<file path="src/rtl/bucket_serializer_pkg.sv">
// Shared definitions for the bucket serializer and its companion sorter bench.
//   CAT_*   : 2-bit category codes attached to every stored byte.
//   state_t : controller states (LOAD, SCAN, HOLD, DONE).
package bucket_serializer_pkg;

  localparam logic [1:0] CAT_DIV6 = 2'd0;  // even and divisible by 6 (includes 0)
  localparam logic [1:0] CAT_EVEN = 2'd1;  // other even
  localparam logic [1:0] CAT_DIV3 = 2'd2;  // odd and divisible by 3
  localparam logic [1:0] CAT_ODD  = 2'd3;  // other odd

  typedef enum logic [1:0] {
    LOAD = 2'd0,
    SCAN = 2'd1,
    HOLD = 2'd2,
    DONE = 2'd3
  } state_t;

endpackage

</file>
<file path="src/rtl/bucket_classify.sv">
// Combinational category classifier for one unsigned W-bit value.
//   value : unsigned input value
//   cat   : category code (CAT_DIV6 / CAT_EVEN / CAT_DIV3 / CAT_ODD)
module bucket_classify
  import bucket_serializer_pkg::*;
#(
  parameter int W = 8
) (
  input  logic [W-1:0] value,
  input  logic         unused_tie,
  output logic [1:0]   cat
);

  logic div3;

  // An even value divisible by 3 is exactly an even value divisible by 6,
  // so one modulo-3 test serves both parities.
  always_comb begin
    div3 = ((value % W'(3)) == '0);
    if (value[0]) cat = div3 ? CAT_DIV3 : CAT_ODD;
    else          cat = div3 ? CAT_DIV6 : CAT_EVEN;
  end

  logic unused_ok;
  assign unused_ok = unused_tie;

endmodule

</file>
<file path="src/rtl/bucket_serializer.sv">
// Buffers up to DEPTH bytes, tags each with a category on write, and on
// start emits them as one valid/ready stream grouped by category (0..3),
// preserving write order within each category.
//   clk, reset          : clock, asynchronous active-high reset
//   wr_en, wr_data      : write port; wr_full high when DEPTH entries held
//   start               : one-cycle pulse starting emission
//   busy                : high outside LOAD
//   out_valid/out_ready : output handshake carrying out_data/out_cat
//   done                : one-cycle pulse after emission ends
module bucket_serializer
  import bucket_serializer_pkg::*;
#(
  parameter int DEPTH = 8,
  parameter int W     = 8
) (
  input  logic         clk,
  input  logic         reset,
  input  logic         wr_en,
  input  logic [W-1:0] wr_data,
  output logic         wr_full,
  input  logic         start,
  output logic         busy,
  output logic         out_valid,
  input  logic         out_ready,
  output logic [W-1:0] out_data,
  output logic [1:0]   out_cat,
  output logic         done
);

  localparam int AW = $clog2(DEPTH);
  localparam int CW = AW + 1;

  state_t          state;
  logic [CW-1:0]   count;
  logic [AW-1:0]   slot_ptr;
  logic [1:0]      cat_ptr;
  logic [W+1:0]    mem [DEPTH];   // {data, category}

  logic [1:0]      wr_cat;
  logic            wr_accept;
  logic [W+1:0]    rd_entry;
  logic            hit;
  logic            last_slot;
  logic            last_pos;
  logic [AW-1:0]   nxt_slot;
  logic [1:0]      nxt_cat;

  bucket_classify #(.W(W)) u_classify (
    .value      (wr_data),
    .unused_tie (1'b0),
    .cat        (wr_cat)
  );

  assign wr_full   = (count == CW'(DEPTH));
  assign busy      = (state != LOAD);
  assign done      = (state == DONE);
  assign wr_accept = (state == LOAD) && wr_en && !wr_full;

  assign rd_entry  = mem[slot_ptr];
  assign hit       = (rd_entry[1:0] == cat_ptr);
  assign last_slot = ({1'b0, slot_ptr} == (count - CW'(1)));
  assign last_pos  = last_slot && (cat_ptr == CAT_ODD);

  // Pointer advance: wrap slot and step category at the last stored slot.
  // Never applied at the last position, so cat_ptr cannot wrap past 3.
  assign nxt_slot  = last_slot ? '0 : slot_ptr + AW'(1);
  assign nxt_cat   = last_slot ? cat_ptr + 2'd1 : cat_ptr;

  // Storage: no reset, contents survive emission and reset.
  always_ff @(posedge clk) begin
    if (wr_accept) mem[count[AW-1:0]] <= {wr_data, wr_cat};
  end

  // Controller and output register.
  always_ff @(posedge clk or posedge reset) begin
    if (reset) begin
      state     <= LOAD;
      count     <= '0;
      slot_ptr  <= '0;
      cat_ptr   <= '0;
      out_valid <= 1'b0;
      out_data  <= '0;
      out_cat   <= '0;
    end else begin
      case (state)
        LOAD: begin
          if (wr_accept) count <= count + CW'(1);
          if (start) begin
            slot_ptr <= '0;
            cat_ptr  <= '0;
            // A write accepted in the same cycle counts toward the emission.
            state    <= ((count != '0) || wr_accept) ? SCAN : DONE;
          end
        end
        SCAN: begin
          if (hit) begin
            out_data  <= rd_entry[W+1:2];
            out_cat   <= rd_entry[1:0];
            out_valid <= 1'b1;
            state     <= HOLD;
          end else if (last_pos) begin
            state <= DONE;
          end else begin
            slot_ptr <= nxt_slot;
            cat_ptr  <= nxt_cat;
          end
        end
        HOLD: begin
          if (out_ready) begin
            out_valid <= 1'b0;
            if (last_pos) begin
              state <= DONE;
            end else begin
              slot_ptr <= nxt_slot;
              cat_ptr  <= nxt_cat;
              state    <= SCAN;
            end
          end
        end
        DONE: begin
          count <= '0;
          state <= LOAD;
        end
        default: state <= LOAD;
      endcase
    end
  end

endmodule

</file>
<file path="config.mk">
export PLATFORM = sky130hd
export DESIGN_NAME = bucket_serializer
export DESIGN_NICKNAME = d
export VERILOG_FILES = /design/src/rtl/bucket_serializer_pkg.sv /design/src/rtl/bucket_classify.sv /design/src/rtl/bucket_serializer.sv
export SDC_FILE = /design/constraint.sdc
export NUM_CORES = 1
export LEC_CHECK = 0
export CAP_MARGIN = 20
export CORE_MARGIN = 2
export CORE_UTILIZATION = 30
export CTS_CLUSTER_DIAMETER = 150
export DETAILED_ROUTE_END_ITERATION = 8
export PLACE_DENSITY = 0.51
export SYNTH_ARGS = -nofsm -noshare
export SYNTH_HDL_FRONTEND = slang
export SYNTH_SLANG_ARGS = --single-unit
</file>
<file path="constraint.sdc">
create_clock -name clk -period 9.05 [get_ports clk]
set_input_delay 1.81 -clock clk [delete_from_list [all_inputs] [get_ports clk]]
set_output_delay 1.81 -clock clk [all_outputs]
set_load 0.1 [all_outputs]
</file>
==> results.json, run 1 <==
{
  "outcome": "complete, no violations",
  "hold_worst_slack_ns": 0.517,
  "post_cts.resized_instances": 0,
  "fin_total_pwr_mw": 1.67,
  "place_ws_ns": 3.07,
  "synthesis.area_um2": 4520,
  "synth_simple_gate_area_share_pct": 10.5,
  "die_h_um": 127,
  "clock_latency_ns": 0.34,
  "yosysUniqueCellTypes": 60,
  "clockBufferDepth": 2,
  "grt_max_degree": 24,
  "cp_num_cells": 12,
  "route.final.wire_length_um": 9050,
  "fin_util_pct": 35.9,
  "root_buffer": "clkbuf_16",
  "cp_num_buf_inv": 1,
  "portBuffers": 26,
  "synthesis.instances": 318,
  "r2r.worst_path.cells": 7,
  "synthesized_nets": 342,
  "area.growth.synth_to_final_pct": 16.5,
  "post_dp_cell_area_um2": 4980,
  "yosysSeqAreaShare_pct": 59.5,
  "rsz_0062_raised_after_global_routing": "no",
  "hold_violations": 0,
  "postSynth.topFlopCell": "edfxtp_1",
  "ff_latch_area_um2": 2690,
  "most-common-layout-cells": "edfxtp_1, clkdlybuf4s50_1, dfrtp_1",
  "place.gp.congestion": 0.769,
  "post-route-worst-setup-slack_ns": 3.41,
  "design.core.area_um2": 14600,
  "peakVddDrop_mv": 0.162,
  "die_w_um": 127,
  "postSynthAreaPerCell_um2": 14.2,
  "report.final.slew_viol_count": 0,
  "timing.critical_path.from_type": "input pin",
  "finalClockSkew_ns": 0.00399,
  "drive_gt1_share_pct": 15.2,
  "nFillCells": 1383,
  "synth_edf_count": 72,
  "slowest_delay_ns": 0.75,
  "routed_via_density": 4.93,
  "synth_async_sr_flop_share_pct": 22.6,
  "holdCritPathClass": "flip-flop to flip-flop",
  "dp_hpwl_um": 5870,
  "core.rowCount": 44,
  "maximum_operating_frequency_mhz": 177,
  "critPathMaxFanout": 21,
  "number_of_antenna_violations_at_the_first_check_in_global_routing": 0,
  "die_area_um2": 16000,
  "initial_utilization_pct": 30.8,
  "dr_total_vias": 2625,
  "combinational_family_with_the_most_area_after_synthesis": "multiplexers",
  "power_per_cell_area_nw_per_um2": 317,
  "nNetsFinal": 367,
  "ys_seq_elements": 93,
  "cts_tree": "yes",
  "post_drt_wl_per_cell_um": 17.0,
  "maxCapViolations": 0,
  "drtAntennaViolNets": 0,
  "critPathRequiredTime_ns": 9.12,
  "final_min_period_over_clock_period_pct": 62.3,
  "final_design_area_no_fill_um2": 5260,
  "clkSinkCount": 93,
  "drt_pre_antenna_iters": 4,
  "via_count_of_the_first_global_routing_pass": 2645,
  "critical_path_arrival_ns": 5.70,
  "hold_buffers": 0,
  "worst-setup-path-type": "input pin to flip-flop",
  "area_fraction_in_compound_gates_after_synthesis_pct": 8.84,
  "multi_input_comb_area_um2": 1730,
  "finalSetupViolCount": 0,
  "most_common_library_cell_in_the_layout_ignoring_fill_and_taps": "edfxtp_1",
  "dp.cells": 516,
  "timing.setup.tns_ns": 0,
  "synthMuxAreaShare_pct": 12.1,
  "cts_htree_levels": 3,
  "cpLargestDelayFamily": "simple AND/OR/NAND/NOR gates",
  "synth-adder-area-share_pct": 3.27,
  "cts_setup_buffers": 0,
  "critPathSlowestCell": "clkdlybuf4s50_1",
  "drt-initial-drc-count": 136,
  "grt_pass1_wl_um": 14500,
  "timing.slew.headroom_pct": 31.5,
  "cp_cell_sequence": "clkdlybuf4s50_1, and3b_1, or2_0, a22oi_1, o211ai_2, ha_1, nor4_1, mux2i_1, ha_1, and3b_1, a221o_1, o211ai_1",
  "tightestPinTransition_ns": 1.02,
  "remaining_drc_errors": 0,
  "antenna_cells": 0,
  "instances_no_fill": 532,
  "grt.overflow.total": 0,
  "top_level_ports": 27,
  "yosys_warnings": 0,
  "final_period_minus_worst_setup_slack_ns": 5.64,
  "endpoint_kind": "flip-flop",
  "synth_xor_area_share_pct": 2.88,
  "cellLeakagePower_nw": 1.80,
  "tritoncts.num_buffers": 9,
  "hold-path-cell-count": 2,
  "clkSlewWorstSetupHoldPaths_ns": 0.06,
  "grt_usage_pct": 11.9
}
## sequential cells by signal, summed over array words and instances, names as in the netlist
name and flops:
out_valid 1, cat_ptr 2, out_cat 1, mem 72
count 4, slot_ptr 3, out_data 8, state 2
## area by class of cell
cell class / instances / share of cell area, %
flip-flops and latches: 93 / 51.1
inverters: 11 / 0.785
clock inverters: 5 / 0.666
clock buffers: 11 / 4.61
repair buffers: 30 / 5.52
well taps: 184 / 4.38
multi-input cells: 198 / 33.0
## final timing paths
| check | slack [ns] | start | endpoint |
|---|---|---|---|
| max | 3.41 | wr_data[6] | mem[3][0] |
| min | 0.52 | out_valid | out_valid |
| max reg2reg | 5.84 | count[0] | mem[2][4] |
| min reg2reg | 0.52 | out_valid | out_valid |
| max in group asynchronous | 6.56 | reset | count[2] |
| min in group asynchronous | 1.95 | reset | out_data[7] |
## layer usage
| metal | part of all wire, % | global-route usage [%] | up-vias |
|---|---|---|---|
| met5 | 0 | 0 | - |
| met4 | 1.2 | 5.37 | 0 |
| met3 | 2.3 | 1.69 | 8 |
| met2 | 48 | 19.0 | 36 |
| met1 | 48 | 16.1 | 1315 |
| li1 | - | - | 1266 |
## cell usage after synthesis, drive strengths merged, types with 2 or more instances
| cell type | instances | area share, % |
|---|---|---|
| o31ai | 3 | 0.50 |
| edfxtp | 72 | 48 |
| nor2 | 19 | 1.6 |
| and3b | 3 | 0.58 |
| ha | 11 | 3.0 |
| nor3 | 9 | 1.1 |
| nor3b | 3 | 0.75 |
| and2 | 3 | 0.42 |
| or3b | 2 | 0.44 |
| inv | 11 | 0.91 |
| nor2b | 3 | 0.42 |
| clkbuf | 3 | 0.33 |
| o22ai | 6 | 0.83 |
| xor2 | 5 | 0.97 |
| o21ai | 17 | 2.1 |
| a211o | 2 | 0.39 |
| xnor2 | 9 | 1.9 |
| o22a | 2 | 0.39 |
| a21boi | 2 | 0.33 |
| buf | 13 | 1.7 |
| a211oi | 2 | 0.33 |
| dfrtp | 21 | 12 |
| or2 | 6 | 0.83 |
| a21oi | 16 | 1.8 |
| nor4bb | 2 | 0.44 |
| mux4 | 18 | 9.3 |
| mux2i | 12 | 2.7 |
| nor4b | 2 | 0.39 |
| nand2b | 7 | 0.97 |
| nand2 | 15 | 1.2 |
| o211ai | 2 | 0.44 |
| nor4 | 2 | 0.28 |
## tightest hold or removal path: stages (launching register included)
cell and delay (ns):
dfrtp_1 0.35, o21ai_0 0.07, o21ai_0 0.06
## logic make-up after synthesis
| logic type | count (synthesis) |
|---|---|
| AOI/OAI and AO/OA | 60 |
| xor gates and xnor gates | 14 |
| adders and majority gates | 12 |
| buffers and inverters | 27 |
| DFF | 93 |
| muxes | 30 |
| and+or+nand+nor | 82 |
## power by group
part | switching, mW | internal (mW)
Sequential | 0.0709 | 0.527
Clock | 0.157 | 0.195
Combinational | 0.463 | 0.255
Total | 0.691 | 0.977
Note: power is estimated with default switching activity, not from simulation.
==> inputs of run 2 (changes only) <==
Settings changed: PLACE_DENSITY 0.51 to 0.53.
Clock period 9.05 ns to 4.9 ns, I/O delays scaled along.
==> run 2 against run 1 <==
  * Clock skew is 0.0057 ns higher
  * First-iteration DRC count shrank 27%
  * Combinational power rose by 85%
  * Clock power increased by 85%
  * Die area unchanged
  * Via count up 2.7%
  * Routed wire length rose by 1.7%
  * Hold slack got worse by 0.015 ns
  * Global-route usage is 0.098 points higher
  * Critical path depth stayed put
==> results.json, run 2 (same netlist as run 1, synthesis figures left out) <==
{
  "number_of_antenna_violations_at_the_first_check_in_global_routing": 0,
  "finalClockSkew_ns": 0.00967,
  "finalSetupViolCount": 0,
  "cts_htree_levels": 3,
  "via_count_of_the_first_global_routing_pass": 2745,
  "routed_via_density": 4.96,
  "tritoncts.num_buffers": 9,
  "antenna_cells": 0,
  "dp_hpwl_um": 6200,
  "ff_latch_area_um2": 2690,
  "power_switching_mw": 1.28,
  "final_period_minus_worst_setup_slack_ns": 4.56,
  "drive_gt1_share_pct": 17.8,
  "clockBufferDepth": 2,
  "grt.overflow.total": 0,
  "drt-initial-drc-count": 99,
  "clock_latency_ns": 0.34,
  "die_w_um": 127,
  "peakVddDrop_mv": 0.253,
  "maximum_operating_frequency_mhz": 219,
  "endpoint_kind": "flip-flop",
  "slowest_delay_ns": 0.61,
  "area.growth.synth_to_final_pct": 18.1,
  "timing.setup.tns_ns": 0,
  "worst-setup-path-type": "input pin to flip-flop",
  "outcome": "complete, no violations",
  "cts_setup_buffers": 0,
  "grt_max_degree": 22,
  "rsz_0062_raised_after_global_routing": "no",
  "clkSinkCount": 93,
  "cp_cell_sequence": "clkdlybuf4s50_1, and3b_1, or2_0, a22oi_1, o211ai_2, ha_1, nor4_1, mux2i_1, ha_1, and3b_1, a221o_1, o211ai_1",
  "power_per_cell_area_nw_per_um2": 578,
  "largest_register_ff_count": 72,
  "fin_total_pwr_mw": 3.08,
  "clkSlewWorstSetupHoldPaths_ns": 0.07,
  "comb_power_share_pct": 43.3,
  "maxCapViolations": 0,
  "critPathSlowestCell": "clkdlybuf4s50_1",
  "internal_power_mw": 1.81,
  "die_h_um": 127,
  "die_area_um2": 16000,
  "critical_path_arrival_ns": 4.62,
  "place.gp.congestion": 0.745,
  "tightestPinTransition_ns": 1.08,
  "initial_utilization_pct": 30.8,
  "hold_buffers": 0,
  "portBuffers": 26,
  "final_design_area_no_fill_um2": 5330,
  "instances_no_fill": 544,
  "nNetsFinal": 379,
  "dr_total_vias": 2697,
  "p_seq_share_pct": 35.7,
  "top_level_ports": 27,
  "timing.critical_path.from_type": "input pin",
  "holdCritPathClass": "flip-flop to flip-flop",
  "most-common-layout-cells": "edfxtp_1, clkdlybuf4s50_1, dfrtp_1",
  "share_of_power_burned_in_the_clock_network_pct": 21.1,
  "core.rowCount": 44,
  "critPathMaxFanout": 12,
  "post_drt_wl_per_cell_um": 16.9,
  "grt_pass1_wl_um": 14700,
  "multi_input_comb_area_um2": 1720,
  "remaining_drc_errors": 0,
  "report.final.slew_viol_count": 0,
  "post_cts.resized_instances": 0,
  "nFillCells": 1398,
  "timing.slew.headroom_pct": 27.8,
  "hold_violations": 0,
  "final_min_period_over_clock_period_pct": 93.1,
  "power.share.switching_pct": 41.3,
  "most_common_library_cell_in_the_layout_ignoring_fill_and_taps": "edfxtp_1",
  "cellLeakagePower_nw": 1.86,
  "post_dp_cell_area_um2": 5060,
  "route.final.wire_length_um": 9200,
  "hold_worst_slack_ns": 0.502,
  "drt_pre_antenna_iters": 4,
  "drtAntennaViolNets": 0,
  "design.core.area_um2": 14600,
  "dp.cells": 528,
  "grt_usage_pct": 12.0,
  "cts_tree": "yes",
  "critPathRequiredTime_ns": 4.96,
  "root_buffer": "clkbuf_16"
}
[run 2: cell types whose count changed in the layout (fill, tap and decap cells not counted), sizes merged]
cell	change
buf	+12
[run 2: final timing paths]
kind,start,endpoint,slack [ns],cells after the start
setup / recovery,wr_data[6],mem[1][0],0.34,12
hold / removal,out_valid,out_valid,0.50,2
setup reg to reg,slot_ptr[0],slot_ptr[2],1.76,7
hold reg to reg,out_valid,out_valid,0.50,2
max in group asynchronous,reset,count[2],3.25,2
min in group asynchronous,reset,out_data[4],1.12,2
[run 2: cell type report]
type / count / area share (%)
repair buffers: 42 / 7.13
clock buffers: 11 / 4.55
clock inverters: 5 / 0.634
well taps: 184 / 4.32
flip-flops and latches: 93 / 50.4
multi-input cells: 198 / 32.2
inverters: 11 / 0.774
[run 2: worst max-delay path, delay by kind of cell]
| family | cells | cell delay, ns |
|---|---|---|
| compound gates | 4 | 1.06 |
| mux | 1 | 0.16 |
| buf+inv | 1 | 0.61 |
| simple gates | 4 | 1.22 |
| fa+ha+maj | 2 | 0.58 |
[run 2: power groups by stage]
stage | Clock, mW | Combinational (mW) | Sequential (mW)
after floorplan | 0 | 0.818 | 1.34
after global placement | 0 | 1.33 | 1.12
after detailed placement | 0 | 1.34 | 1.12
after CTS | 0.666 | 1.35 | 1.10
after global routing | 0.694 | 1.44 | 1.12
final | 0.650 | 1.33 | 1.10
[run 2: stage by stage]
step	setup WS [ns]	utilization, %
after floorplan	0.974	-
after global placement	0.184	34.5
after detailed placement	-0.0137	34.5
after CTS	0.350	36.4
after global routing	0.0941	36.4
final	0.337	36.4
[run 2: per-layer routing]
metal	vias to the layer above	part of all wire, %	global-route usage, %
met1	1348	49	16.2
met3	11	2.3	1.73
met4	0	1.7	4.98
met5	-	0	0
li1	1296	-	-
met2	42	47	19.4
==> inputs of run 3 (changes only) <==
==> constraint.sdc (replaced) <==
create_clock -name clk -period 4.9 [get_ports clk]
set_input_delay 0.735 -clock clk [delete_from_list [all_inputs] [get_ports clk]]
set_output_delay 0.735 -clock clk [all_outputs]
set_load 0.1 [all_outputs]
==> run 3 against run 2 <==
  * Non-clock buffer count is 5 lower
  * Die area stayed put
  * Clock power is 3% lower
  * Via count is 1.3% higher
  * First-iteration DRC count is 66% higher
  * Global-route usage is 0.25 points higher
  * Largest cell class unchanged
  * Highest routed layer unchanged
==> results.json, run 3 (same netlist as run 1, synthesis figures left out) <==
{
  "outcome": "complete, no violations",
  "timing.critical_path.from_type": "input pin",
  "ff_latch_area_um2": 2690,
  "die_area_um2": 16000,
  "hold_buffers": 0,
  "initial_utilization_pct": 30.8,
  "worstSetupStartpoint": "wr_data[6]",
  "report.final.slew_viol_count": 0,
  "fraction_of_met1_tracks_used_by_global_routing_pct": 16.4,
  "drive_gt1_share_pct": 16.6,
  "clkSinkCount": 93,
  "die_w_um": 127,
  "drtAntennaViolNets": 0,
  "finalSetupViolCount": 0,
  "tightestPinTransition_ns": 0.990,
  "most-common-layout-cells": "edfxtp_1, clkdlybuf4s50_1, dfrtp_1",
  "critical_path_arrival_ns": 4.35,
  "tritoncts.num_buffers": 9,
  "largest_register_ff_count": 72,
  "route.final.wire_length_um": 9310,
  "worst-setup-path-type": "input pin to flip-flop",
  "worst_setup_path_endpoint": "mem[6][0]",
  "portBuffers": 26,
  "timing.slew.headroom_pct": 33.7,
  "fin_total_pwr_mw": 3.07,
  "dp_hpwl_um": 6100,
  "drt-initial-drc-count": 164,
  "clkSlewWorstSetupHoldPaths_ns": 0.07,
  "final_min_period_over_clock_period_pct": 87.4,
  "root_buffer": "clkbuf_16",
  "nNetsFinal": 374,
  "rsz_0062_raised_after_global_routing": "no",
  "clockBufferDepth": 2,
  "final_period_minus_worst_setup_slack_ns": 4.28,
  "cellLeakagePower_nw": 1.83,
  "remaining_drc_errors": 0,
  "cts_htree_levels": 3,
  "grt.overflow.total": 0,
  "hold_violations": 0,
  "via_count_of_the_first_global_routing_pass": 2650,
  "endpoint_kind": "flip-flop",
  "drt_pre_antenna_iters": 4,
  "top_level_ports": 27,
  "grt_usage_pct": 12.2,
  "most_common_library_cell_in_the_layout_ignoring_fill_and_taps": "edfxtp_1",
  "maximum_operating_frequency_mhz": 234,
  "r2r-start": "count[0]",
  "place.gp.congestion": 0.779,
  "nFillCells": 1407,
  "r2r.worst_path.cells": 7,
  "worst-r2r-setup-slack_ns": 1.69,
  "critPathRequiredTime_ns": 4.97,
  "timing.setup.tns_ns": 0,
  "holdCritPathClass": "flip-flop to flip-flop",
  "dr_total_vias": 2733,
  "peakVddDrop_mv": 0.254,
  "groute.layer.met3.usage_pct": 2.74,
  "cts_setup_buffers": 0,
  "number_of_antenna_violations_at_the_first_check_in_global_routing": 0,
  "multi_input_comb_area_um2": 1740,
  "post_drt_wl_per_cell_um": 17.3,
  "grt_pass1_wl_um": 14900,
  "design.core.area_um2": 14600,
  "clock_latency_ns": 0.34,
  "worst_r2r_dst": "mem[6][5]",
  "cts_tree": "yes",
  "hold_worst_slack_ns": 0.513,
  "global_route.peak_usage_layer": "met2",
  "groute.layer.met2.usage_pct": 19.7,
  "grt_max_degree": 22,
  "post_cts.resized_instances": 0,
  "core.rowCount": 44,
  "die_h_um": 127,
  "area.growth.synth_to_final_pct": 17.5,
  "power_per_cell_area_nw_per_um2": 579,
  "routed_via_density": 5.07,
  "maxCapViolations": 0,
  "antenna_cells": 0,
  "critPathMaxFanout": 12,
  "finalClockSkew_ns": 0.00596
}
==> run 3: worst max-delay path, cell delays in order <==
cell and delay [ns]:
clkdlybuf4s50_1 0.63, and3b_1 0.31, or2_0 0.23, a22oi_1 0.19, o211ai_2 0.18, ha_1 0.26, nor4_1 0.49, mux2i_1 0.16
ha_1 0.32, and3b_1 0.17, a221o_1 0.25, o211ai_1 0.42
==> run 3: report_power, final <==
| group | internal [mW] | leakage (nW) | switching, mW |
|---|---|---|---|
| combinational | 0.477 | 0.804 | 0.865 |
| sequential | 0.974 | 0.899 | 0.124 |
| clock | 0.342 | 0.130 | 0.288 |
==> run 3: area by class of cell <==
class | instances | share of cell area (%)
clock inverters | 6 | 0.707
multi-input cells | 198 | 32.7
repair buffers | 37 | 6.53
inverters | 11 | 0.778
clock buffers | 10 | 4.31
well taps | 184 | 4.34
flip-flops and latches | 93 | 50.6
==> run 3: metrics by stage <==
stage	util, %	cell area, um^2	setup WS, ns	cells
6_report	36.2	5310	0.619	539
3_3_place_gp	34.3	5030	0.420	522
3_5_place_dp	34.3	5030	0.286	522
4_1_cts	36.2	5300	0.629	538
5_1_grt	36.2	5310	0.279	539
2_1_floorplan	-	4520	1.22	318
==> run 3: how the worst min path moves through the flow <==
stage / start / to / slack (ns) / cells past startpoint
final: out_valid / out_valid / 0.51 / 2
after global routing: out_data[3] / out_data[3] / 0.56 / 2
after CTS: out_valid / out_valid / 0.52 / 2
after detailed placement: out_valid / out_valid / 0.51 / 2
after global placement: out_valid / out_valid / 0.48 / 2
after floorplan: cat_ptr[1] / cat_ptr[1] / 0.52 / 2
==> run 3: per-layer routing <==
layer	wire (um)	vias to the layer above	part of all wire [%]
li1	-	1284	-
met4	169	0	1.8
met5	0	-	0
met1	4390	1378	47
met2	4430	55	48
met3	317	16	3.4
